### src/rtl/ram_bank_shifter.sv
// ram_bank_shifter
// ----------------
// Moves an IO_WIDTH-bit parallel word through an external single-port RAM
// with async read. The RAM holds RAM_WIDTH bits per word. Each slot is one
// RAM_WIDTH slice of the word. The slots are read back to rebuild a parallel
// output word.
//
// DIRECT mode:
//   - One cycle per slot.
//   - The same address is read (the old contents) and then written, all in
//     one bank.
//
// DOUBLE mode:
//   - Two cycles per slot: a WR cycle, then an RD cycle.
//   - WR writes into the inactive bank. RD reads from the active bank.
//   - A swap request toggles the active bank at the next frame boundary.
//
// Ports:
//   clk, rst_n    clock and asynchronous active-low reset
//   mode          0 = DIRECT, 1 = DOUBLE; sampled at frame boundaries only
//   swap          bank-swap request pulse; held pending until a boundary
//   in / out      parallel input word / registered parallel output word
//   frame_done    one-cycle pulse after each frame boundary
//   active_bank   bank that is currently read (registered)
//   addr          RAM address = {bank, zero pad, slot}
//   ram_we        RAM write enable
//   ram_in        RAM write data
//   ram_out       RAM async read data
module ram_bank_shifter #(
  parameter int IO_WIDTH   = 16,
  parameter int RAM_WIDTH  = 1,
  parameter int ADDR_WIDTH = 7
) (
  input  logic                  clk,
  input  logic                  rst_n,
  input  logic                  mode,
  input  logic                  swap,
  input  logic [IO_WIDTH-1:0]   in,
  output logic [IO_WIDTH-1:0]   out,
  output logic                  frame_done,
  output logic                  active_bank,
  output logic [ADDR_WIDTH-1:0] addr,
  output logic                  ram_we,
  output logic [RAM_WIDTH-1:0]  ram_in,
  input  logic [RAM_WIDTH-1:0]  ram_out
);

  localparam int SLOTS  = IO_WIDTH / RAM_WIDTH;
  localparam int SLOT_W = (SLOTS > 1) ? $clog2(SLOTS) : 1;
  localparam logic [SLOT_W-1:0] LAST_SLOT = SLOT_W'(SLOTS - 1);

  typedef enum logic [1:0] {
    IDLE   = 2'd0,
    DIRECT = 2'd1,
    WR     = 2'd2,
    RD     = 2'd3
  } state_e;

  state_e              state_q, state_d;
  logic [SLOT_W-1:0]   slot_q, slot_d;
  logic                bank_q, bank_d;
  logic                swap_pend_q, swap_pend_d;
  logic                mode_q, mode_d;
  logic [IO_WIDTH-1:0] in_q, in_d;
  logic [IO_WIDTH-1:0] shadow_q, shadow_d;
  logic [IO_WIDTH-1:0] out_q, out_d;
  logic                fd_q, fd_d;

  // Combinational helper signals.
  logic [RAM_WIDTH-1:0] cur_slice;
  logic [IO_WIDTH-1:0]  shadow_cap;
  logic                 addr_bank;
  logic                 capture;
  logic                 boundary;

  // Select the current slot with a constant-index mux.
  // Using slot_q directly as a part-select base would risk width mismatches.
  always_comb begin
    cur_slice  = '0;
    shadow_cap = shadow_q;
    for (int s = 0; s < SLOTS; s++) begin
      if (slot_q == SLOT_W'(s)) begin
        cur_slice                           = in_q[s*RAM_WIDTH +: RAM_WIDTH];
        shadow_cap[s*RAM_WIDTH +: RAM_WIDTH] = ram_out;
      end
    end
  end

  // Next-state logic and RAM-side decode.
  // The RAM-side outputs depend only on registered state, never on the
  // module inputs.
  always_comb begin
    // NOTE: every signal gets a default first.
    // Without it, any path that skips an assignment would infer a latch.
    state_d     = state_q;
    slot_d      = slot_q;
    bank_d      = bank_q;
    swap_pend_d = swap_pend_q | swap;
    mode_d      = mode_q;
    in_d        = in_q;
    shadow_d    = shadow_q;
    out_d       = out_q;
    fd_d        = 1'b0;
    addr_bank   = 1'b0;
    ram_we      = 1'b0;
    ram_in      = '0;
    capture     = 1'b0;
    boundary    = 1'b0;

    unique case (state_q)
      IDLE: begin
        in_d    = in;
        mode_d  = mode;
        state_d = mode ? WR : DIRECT;
      end
      DIRECT: begin
        addr_bank = bank_q;
        ram_we    = 1'b1;
        ram_in    = cur_slice;
        capture   = 1'b1;
        slot_d    = slot_q + 1'b1;
        boundary  = (slot_q == LAST_SLOT);
      end
      WR: begin
        // Writes land in the bank that is not being read.
        addr_bank = ~bank_q;
        ram_we    = 1'b1;
        ram_in    = cur_slice;
        state_d   = RD;
      end
      RD: begin
        addr_bank = bank_q;
        capture   = 1'b1;
        slot_d    = slot_q + 1'b1;
        state_d   = WR;
        boundary  = (slot_q == LAST_SLOT);
      end
      default: state_d = IDLE;
    endcase

    // RAM reads are async, so this captures the old contents in DIRECT mode.
    if (capture) shadow_d = shadow_cap;

    if (boundary) begin
      // Include the slice captured on this same edge in the output word.
      out_d   = shadow_cap;
      fd_d    = 1'b1;
      slot_d  = '0;
      in_d    = in;
      mode_d  = mode;
      state_d = mode ? WR : DIRECT;
      // Several requests in one frame collapse into a single toggle.
      if (swap_pend_q || swap) bank_d = ~bank_q;
      swap_pend_d = 1'b0;
    end

    addr                = '0;
    addr[ADDR_WIDTH-1]  = addr_bank;
    addr[SLOT_W-1:0]    = slot_q;
  end

  always_ff @(posedge clk or negedge rst_n) begin
    if (!rst_n) begin
      state_q     <= IDLE;
      slot_q      <= '0;
      bank_q      <= 1'b0;
      swap_pend_q <= 1'b0;
      mode_q      <= 1'b0;
      in_q        <= '0;
      shadow_q    <= '0;
      out_q       <= '0;
      fd_q        <= 1'b0;
    end else begin
      // NOTE: use non-blocking assignments here.
      // Every flop must see the pre-edge values of the others.
      state_q     <= state_d;
      slot_q      <= slot_d;
      bank_q      <= bank_d;
      swap_pend_q <= swap_pend_d;
      mode_q      <= mode_d;
      in_q        <= in_d;
      shadow_q    <= shadow_d;
      out_q       <= out_d;
      fd_q        <= fd_d;
    end
  end

  assign out         = out_q;
  assign frame_done  = fd_q;
  assign active_bank = bank_q;

endmodule
### config.mk
export PLATFORM = sky130hd
export DESIGN_NAME = ram_bank_shifter
export DESIGN_NICKNAME = d
export VERILOG_FILES = /design/src/rtl/ram_bank_shifter.sv
export SDC_FILE = /design/constraint.sdc
export NUM_CORES = 1
export LEC_CHECK = 0
export CAP_MARGIN = 15
export CORE_MARGIN = 1
export CORE_UTILIZATION = 35
export CTS_BUF_LIST = sky130_fd_sc_hd__clkbuf_8 sky130_fd_sc_hd__clkbuf_16
export DETAILED_ROUTE_END_ITERATION = 6
export DONT_BUFFER_PORTS = 1
export PLACE_DENSITY_LB_ADDON = 0.25
export SETUP_SLACK_MARGIN = 0.05
export SLEW_MARGIN = 20
export SYNTH_ARGS = -nofsm -noshare
export SYNTH_HDL_FRONTEND = slang
export SYNTH_SLANG_ARGS = --single-unit
### constraint.sdc
create_clock -name clk -period 5.35 [get_ports clk]
set_input_delay 1.07 -clock clk [delete_from_list [all_inputs] [get_ports clk]]
set_output_delay 1.07 -clock clk [all_outputs]
set_load 0.01 [all_outputs]
==> results of run 1 <==
metrics by stage:
stage,setup WS [ns],instances
after global placement,2.15,356
after detailed placement,2.02,356
after floorplan,2.49,272
after global routing,1.49,363
final,1.69,363
after CTS,1.67,363
power by group through the flow:
stage	Sequential, µW	Combinational, µW	Clock, µW
after floorplan	772	656	0
after global placement	839	707	0
after detailed placement	842	731	0
after CTS	834	733	237
after global routing	857	817	250
final	827	724	228
layer usage:
| metal | routed length [µm] | share of wire |
|---|---|---|
| met3 | 267 | 0.046 |
| met5 | 0 | 0 |
| met4 | 107 | 0.019 |
| met1 | 2840 | 0.49 |
| met2 | 2560 | 0.44 |
kinds of logic after synthesis:
family	Yosys count	share of synthesized area
compound gates	44	0.0955
xor+xnor	2	0.00625
fa+ha+maj	7	0.0312
buf+inv	27	0.0504
flops	56	0.500
mux	40	0.161
other cells	1	0.00134
simple gates	94	0.155
area by class of cell:
type	instances	area share
Clock buffer	5	0.0237
Inverter	9	0.0116
Sequential cell	56	0.482
Multi-Input combinational cell	189	0.435
Clock inverter	2	0.00430
Tap cell	102	0.0439
layout by cell type, fill, tap and decap left out, types with 4 or more instances in the layout:
| master | instances |
|---|---|
| clkbuf_8 | 5 |
| a21oi_1 | 9 |
| inv_1 | 8 |
| nor2_1 | 20 |
| dfrtp_1 | 56 |
| nor3_1 | 4 |
| nor2b_1 | 4 |
| mux2_4 | 4 |
| mux2_2 | 24 |
| mux2i_1 | 12 |
| o21ai_0 | 24 |
| nand2_1 | 46 |
| ha_1 | 7 |
| nand3_1 | 8 |
path summary, 6_finish.rpt:
| kind | slack, ns | endpoint | depth (start not counted) |
|---|---|---|---|
| min in group clk | 0.48 | out[7]$_DFFE_PN0P_ | 2 |
| min reg2reg | 0.48 | out[7]$_DFFE_PN0P_ | 2 |
| max | 1.69 | ram_in | 6 |
| max reg2reg | 3.08 | in_q[0]$_DFFE_PN0P_ | 4 |
| min | 0.44 | in_q[3]$_DFFE_PN0P_ | 0 |
| max in group asynchronous | 4.81 | active_bank$_DFFE_PN0P_ | 0 |
sequential cells by signal, summed over array words and instances (netlist names):
signal,count
active_bank,1
frame_done,1
in_q,16
out,16
shadow_q,15
slot_q,4
state_q,2
swap_pend_q,1
==> run_results.csv, run 1 <==
group,metric,value,unit
outcome,status,"complete, no violations",
synthesis,syn_inst,271,
power,comb_power_share,0.407,
synthesis,synth_most_common_cell,"dfrtp_1",
grt,grt-ovfl-total,0,
sta,grt_setup_unrepaired,"no",
worst_hold_path,hold_path.class,"primary input to async pin",
clock_network,clkSinkCount,56,
routing,drc,0,
setup_path,cp-start-kind,"register",
sta,hold_viol,0,
setup_path,cp_slowest_cell,"dfrtp_1",
grt,grt_max_degree,57,
finish,nets,289,
grt,busiest_layer,"met2",
grt,grt_usage,0.146,
sta,skew,0.00710,ns
finish,drive_gt1_frac,0.157,
setup_path,cp.required,4.28,ns
die,die_h,91.5,µm
synthesis,ys_ff_latch,56,
sta,finalSetupTns,0,ns
grt,met2_usage,0.224,
setup_path,path_buf_inv,1,
routing,routed_wl,5770,µm
clock_network,numCtsBuffers,5,
finish,antenna_cells,0,
setup_path,end_kind,"primary output",
clock_network,cts-root-buf,"clkbuf_8",
sta,tightest_slew,0.633,ns
synthesis,synth_edf_count,0,
finish,design_area,0.00291,mm²
power,seq_power_share,0.465,
power,peakVddDrop,206,µV
setup_path,worstSetupPathType,"register to primary output",
grt,grt.met1_usage,0.201,
sta,setup_viol,0,
setup_path,cp_data_arrival_time,2.59,ns
finish,final_util,0.376,
power,power.total,1780,µW
routing,avgRoutedWirePerCell,15.9,µm
placement,place_area,0.00283,mm²
power,p_sw_frac,0.414,
synthesis,yosysSeqAreaShare,0.500,
grt,grtUsageMet3,0.0327,
clock_network,holdBufCountCts,0,
die,die_area,0.00837,mm²
sta,period_needed,3.66,ns
synthesis,ys_top_cells_by_area,"dfrtp_1 (50%), mux2_2 (9.6%), nand2_1 (6.2%)",
synthesis,synth.top_cell.area_share,0.500,
setup_path,max_stage_delay,0.48,ns
clock_network,post_cts_resized,0,
placement,gp_congestion,0.778,
synthesis,ys_top_cells_by_count,"dfrtp_1 (56), nand2_1 (46), mux2_2 (24), o21ai_0 (24), nor2_1 (20)",
routing,vias_per_cell,4.98,
power,power_leakage,0.00132,µW
clock_network,clkSlewWorstSetupHoldPaths,0.10,ns
power,powerDensity,612,mW/mm²
synthesis,yosys_most_used_dff,"dfrtp_1",
routing,vias,1808,
routing,drt_first_iter_violations,137,
power,pwr-share-clk,0.128,
synthesis,syn_avg_cell_area,10.3,µm²
clock_network,cts_tree,"yes",
setup_path,path_cells,"inv_1 > ha_1 > nor2b_1 > a2111oi_0 > o21ai_0 > o31ai_1",
grt,grt_pass1_vias,1830,
finish,seqCellArea,0.00140,mm²
finish,multi_input_area,0.00126,mm²
synthesis,synth_warnings,0,
die,die_x,91.5,µm
synthesis,synth.distinct_cells,40,
clock_network,cts_buffer_depth,2,
synthesis,async_reset_ff_frac,1.00,
die,fp-row-count,32,
die,core,0.00773,mm²
finish,syn2layout_area_growth,3.75,%
sta,finalCritPeriodShare,0.683,
placement,dp_hpwl,4020,µm
synthesis,synth_top_cell_by_area,"dfrtp_1",
sta,drv_slew,0,
power,p_sw,737,µW
routing,first_pass_iters,4,
setup_path,crit_fanout,15,
run,maxCapViolations,0,
power,power.internal,1040,µW
setup_path,critical-path-top-delay-family,"compound AO/OA/AOI/OAI gates",
clock_network,clk_latency,0.31,ns
placement,io_buffers,0,
die,start_util,0.363,
sta,relSlewSlack,0.578,
setup_path,timing.rr.start,"slot_q[0]$_DFFE_PN0P_",
sta,fmax,0.274,GHz
finish,n_fill_cell,786,
clock_network,cts_setup_buffers,0,
grt,antenna_found_initial,0,
grt,grt_pass1_wl,9500,µm
die,ioPinCount,48,
clock_network,htree_levels,2,
routing,final_antenna_net_count,0,
sta,worst_hold_slack,0.439,ns
synthesis,synthesis.area,0.00280,mm²
setup_path,crit_start,"slot_q[0]$_DFFE_PN0P_",
Power figures use the tool's default switching activity.
==> run 2: changes to the inputs <==
- clock period: 5.35 -> 3.63 ns (I/O delays scaled with it)
==> run 2 against run 1 <==
Critical endpoint unchanged. Combinational power rose by 48%. Clock skew rose by 0.0016 ns. Die area did not move. Power rose by 54%. Register-to-register slack got worse by 1.7 ns. Critical path depth did not move. Count of clock-buffer cells in the layout rose by 2. Routed wire length fell by 1.1%.
==> run_results.csv, run 2 (synthesized netlist as in run 1, its figures left out) <==
group,metric,value,unit
routing,vias,1848,
die,core,0.00773,mm²
grt,antenna_found_initial,0,
grt,grt-ovfl-total,0,
finish,syn2layout_area_growth,5.62,%
clock_network,clk_latency,0.31,ns
sta,finalCritPeriodShare,0.910,
setup_path,worstSetupPathType,"register to primary output",
power,peakVddDrop,309,µV
placement,io_buffers,0,
sta,period_needed,3.30,ns
finish,n_fill_cell,785,
setup_path,path_buf_inv,1,
setup_path,cp-start-kind,"register",
placement,dp_hpwl,4010,µm
sta,tightest_slew,0.645,ns
finish,final_util,0.383,
clock_network,cts_tree,"yes",
clock_network,cts-root-buf,"clkbuf_8",
sta,relSlewSlack,0.570,
placement,gp_congestion,0.788,
setup_path,cp.required,2.90,ns
sta,finalSetupTns,0,ns
routing,vias_per_cell,5.06,
die,start_util,0.363,
power,powerDensity,925,mW/mm²
setup_path,path_cells,"inv_1 > ha_1 > nor2b_1 > a2111oi_0 > o21ai_0 > o31ai_1",
grt,grt_pass1_vias,1897,
finish,antenna_cells,0,
finish,seqCellArea,0.00140,mm²
sta,grt_setup_unrepaired,"no",
sta,setup_viol,0,
setup_path,crit_fanout,15,
clock_network,numCtsBuffers,5,
clock_network,cts_buffer_depth,2,
routing,final_antenna_net_count,0,
worst_hold_path,hold_path.class,"primary input to async pin",
sta,hold_viol,0,
routing,first_pass_iters,4,
power,comb_power_share,0.391,
grt,grt_pass1_wl,9740,µm
clock_network,clkSinkCount,56,
run,maxCapViolations,0,
die,die_area,0.00837,mm²
power,power_leakage,0.00135,µW
grt,grt_usage,0.148,
die,ioPinCount,48,
routing,drt_first_iter_violations,92,
power,power.internal,1660,µW
setup_path,cp_data_arrival_time,2.58,ns
clock_network,htree_levels,2,
finish,multi_input_area,0.00126,mm²
power,p_sw,1080,µW
die,fp-row-count,32,
clock_network,cts_setup_buffers,0,
finish,drive_gt1_frac,0.163,
setup_path,max_stage_delay,0.47,ns
power,pwr-share-clk,0.162,
power,seq_power_share,0.447,
finish,layout_commonest_cell,"dfrtp_1",
clock_network,clkSlewWorstSetupHoldPaths,0.10,ns
finish,final_cell_mix,"dfrtp_1 (56), nand2_1 (46), o21ai_0 (24), mux2_2 (24), nor2_1 (20)",
clock_network,holdBufCountCts,0,
sta,skew,0.00870,ns
grt,grt_max_degree,57,
finish,nets,290,
routing,routed_wl,5700,µm
outcome,status,"complete, no violations",
setup_path,critical-path-top-delay-family,"compound AO/OA/AOI/OAI gates",
setup_path,end_kind,"primary output",
power,p_sw_frac,0.396,
routing,avgRoutedWirePerCell,15.6,µm
routing,drc,0,
setup_path,cp_slowest_cell,"dfrtp_1",
die,die_h,91.5,µm
sta,drv_slew,0,
die,die_x,91.5,µm
sta,fmax,0.303,GHz
clock_network,post_cts_resized,0,
run 2: power by group through the flow:
stage          Clock [µW]  Sequential (µW)  Combinational (µW)
2_1_floorplan           0             1140                 967
3_3_place_gp            0             1240                1050
3_5_place_dp            0             1240                1080
4_1_cts               459             1230                1090
5_1_grt               482             1270                1220
6_report              445             1220                1070
run 2: worst reg2reg max path: stages (launching register included):
cell and delay, ns:
dfrtp_1 0.48, ha_1 0.53, nand3_4 0.17, a21oi_4 0.56
mux2_2 0.41
run 2: routing by layer:
metal  track usage  vias up  share of wire
li1              -      901              -
met1         0.206      905           0.48
met2         0.227       36           0.46
met3        0.0385        6          0.049
met4        0.0410        0          0.013
met5             0        -              0
run 2: cell type report:
| cell class | count | area share |
|---|---|---|
| flip-flops and latches | 56 | 0.473 |
| multi-input cells | 189 | 0.427 |
| well taps | 102 | 0.0431 |
| clock buffers | 7 | 0.0325 |
| inverters | 9 | 0.0114 |
| clock inverters | 1 | 0.0101 |
| repair buffers | 1 | 0.00253 |
run 2: metrics by stage:
step / setup slack [ns] / hold WS, ns / instances / power (µW) / area (µm²)
5_1_grt: 0.135 / 0.0774 / 365 / 2970 / 2960
4_1_cts: 0.311 / 0.0873 / 365 / 2780 / 2960
3_5_place_dp: 0.648 / 0.432 / 357 / 2330 / 2840
6_report: 0.328 / 0.0977 / 365 / 2740 / 2960
3_3_place_gp: 0.785 / 0.432 / 357 / 2290 / 2840
2_1_floorplan: 1.12 / 0.430 / 272 / 2100 / 2810
run 2: final timing paths:
path | start | end | slack (ns) | cells after the start
worst max-delay path | slot_q[0]$_DFFE_PN0P_ | ram_in | 0.33 | 6
worst min-delay path | rst_n | out[1]$_DFFE_PN0P_ | 0.1 | 0
worst max register to register | slot_q[1]$_DFFE_PN0P_ | in_q[0]$_DFFE_PN0P_ | 1.38 | 4
worst min register to register | shadow_q[7]$_DFFE_PN0N_ | out[7]$_DFFE_PN0P_ | 0.48 | 2
max in group asynchronous | rst_n | slot_q[2]$_DFFE_PN0P_ | 3.43 | 0
min in group clk | shadow_q[7]$_DFFE_PN0N_ | out[7]$_DFFE_PN0P_ | 0.48 | 2
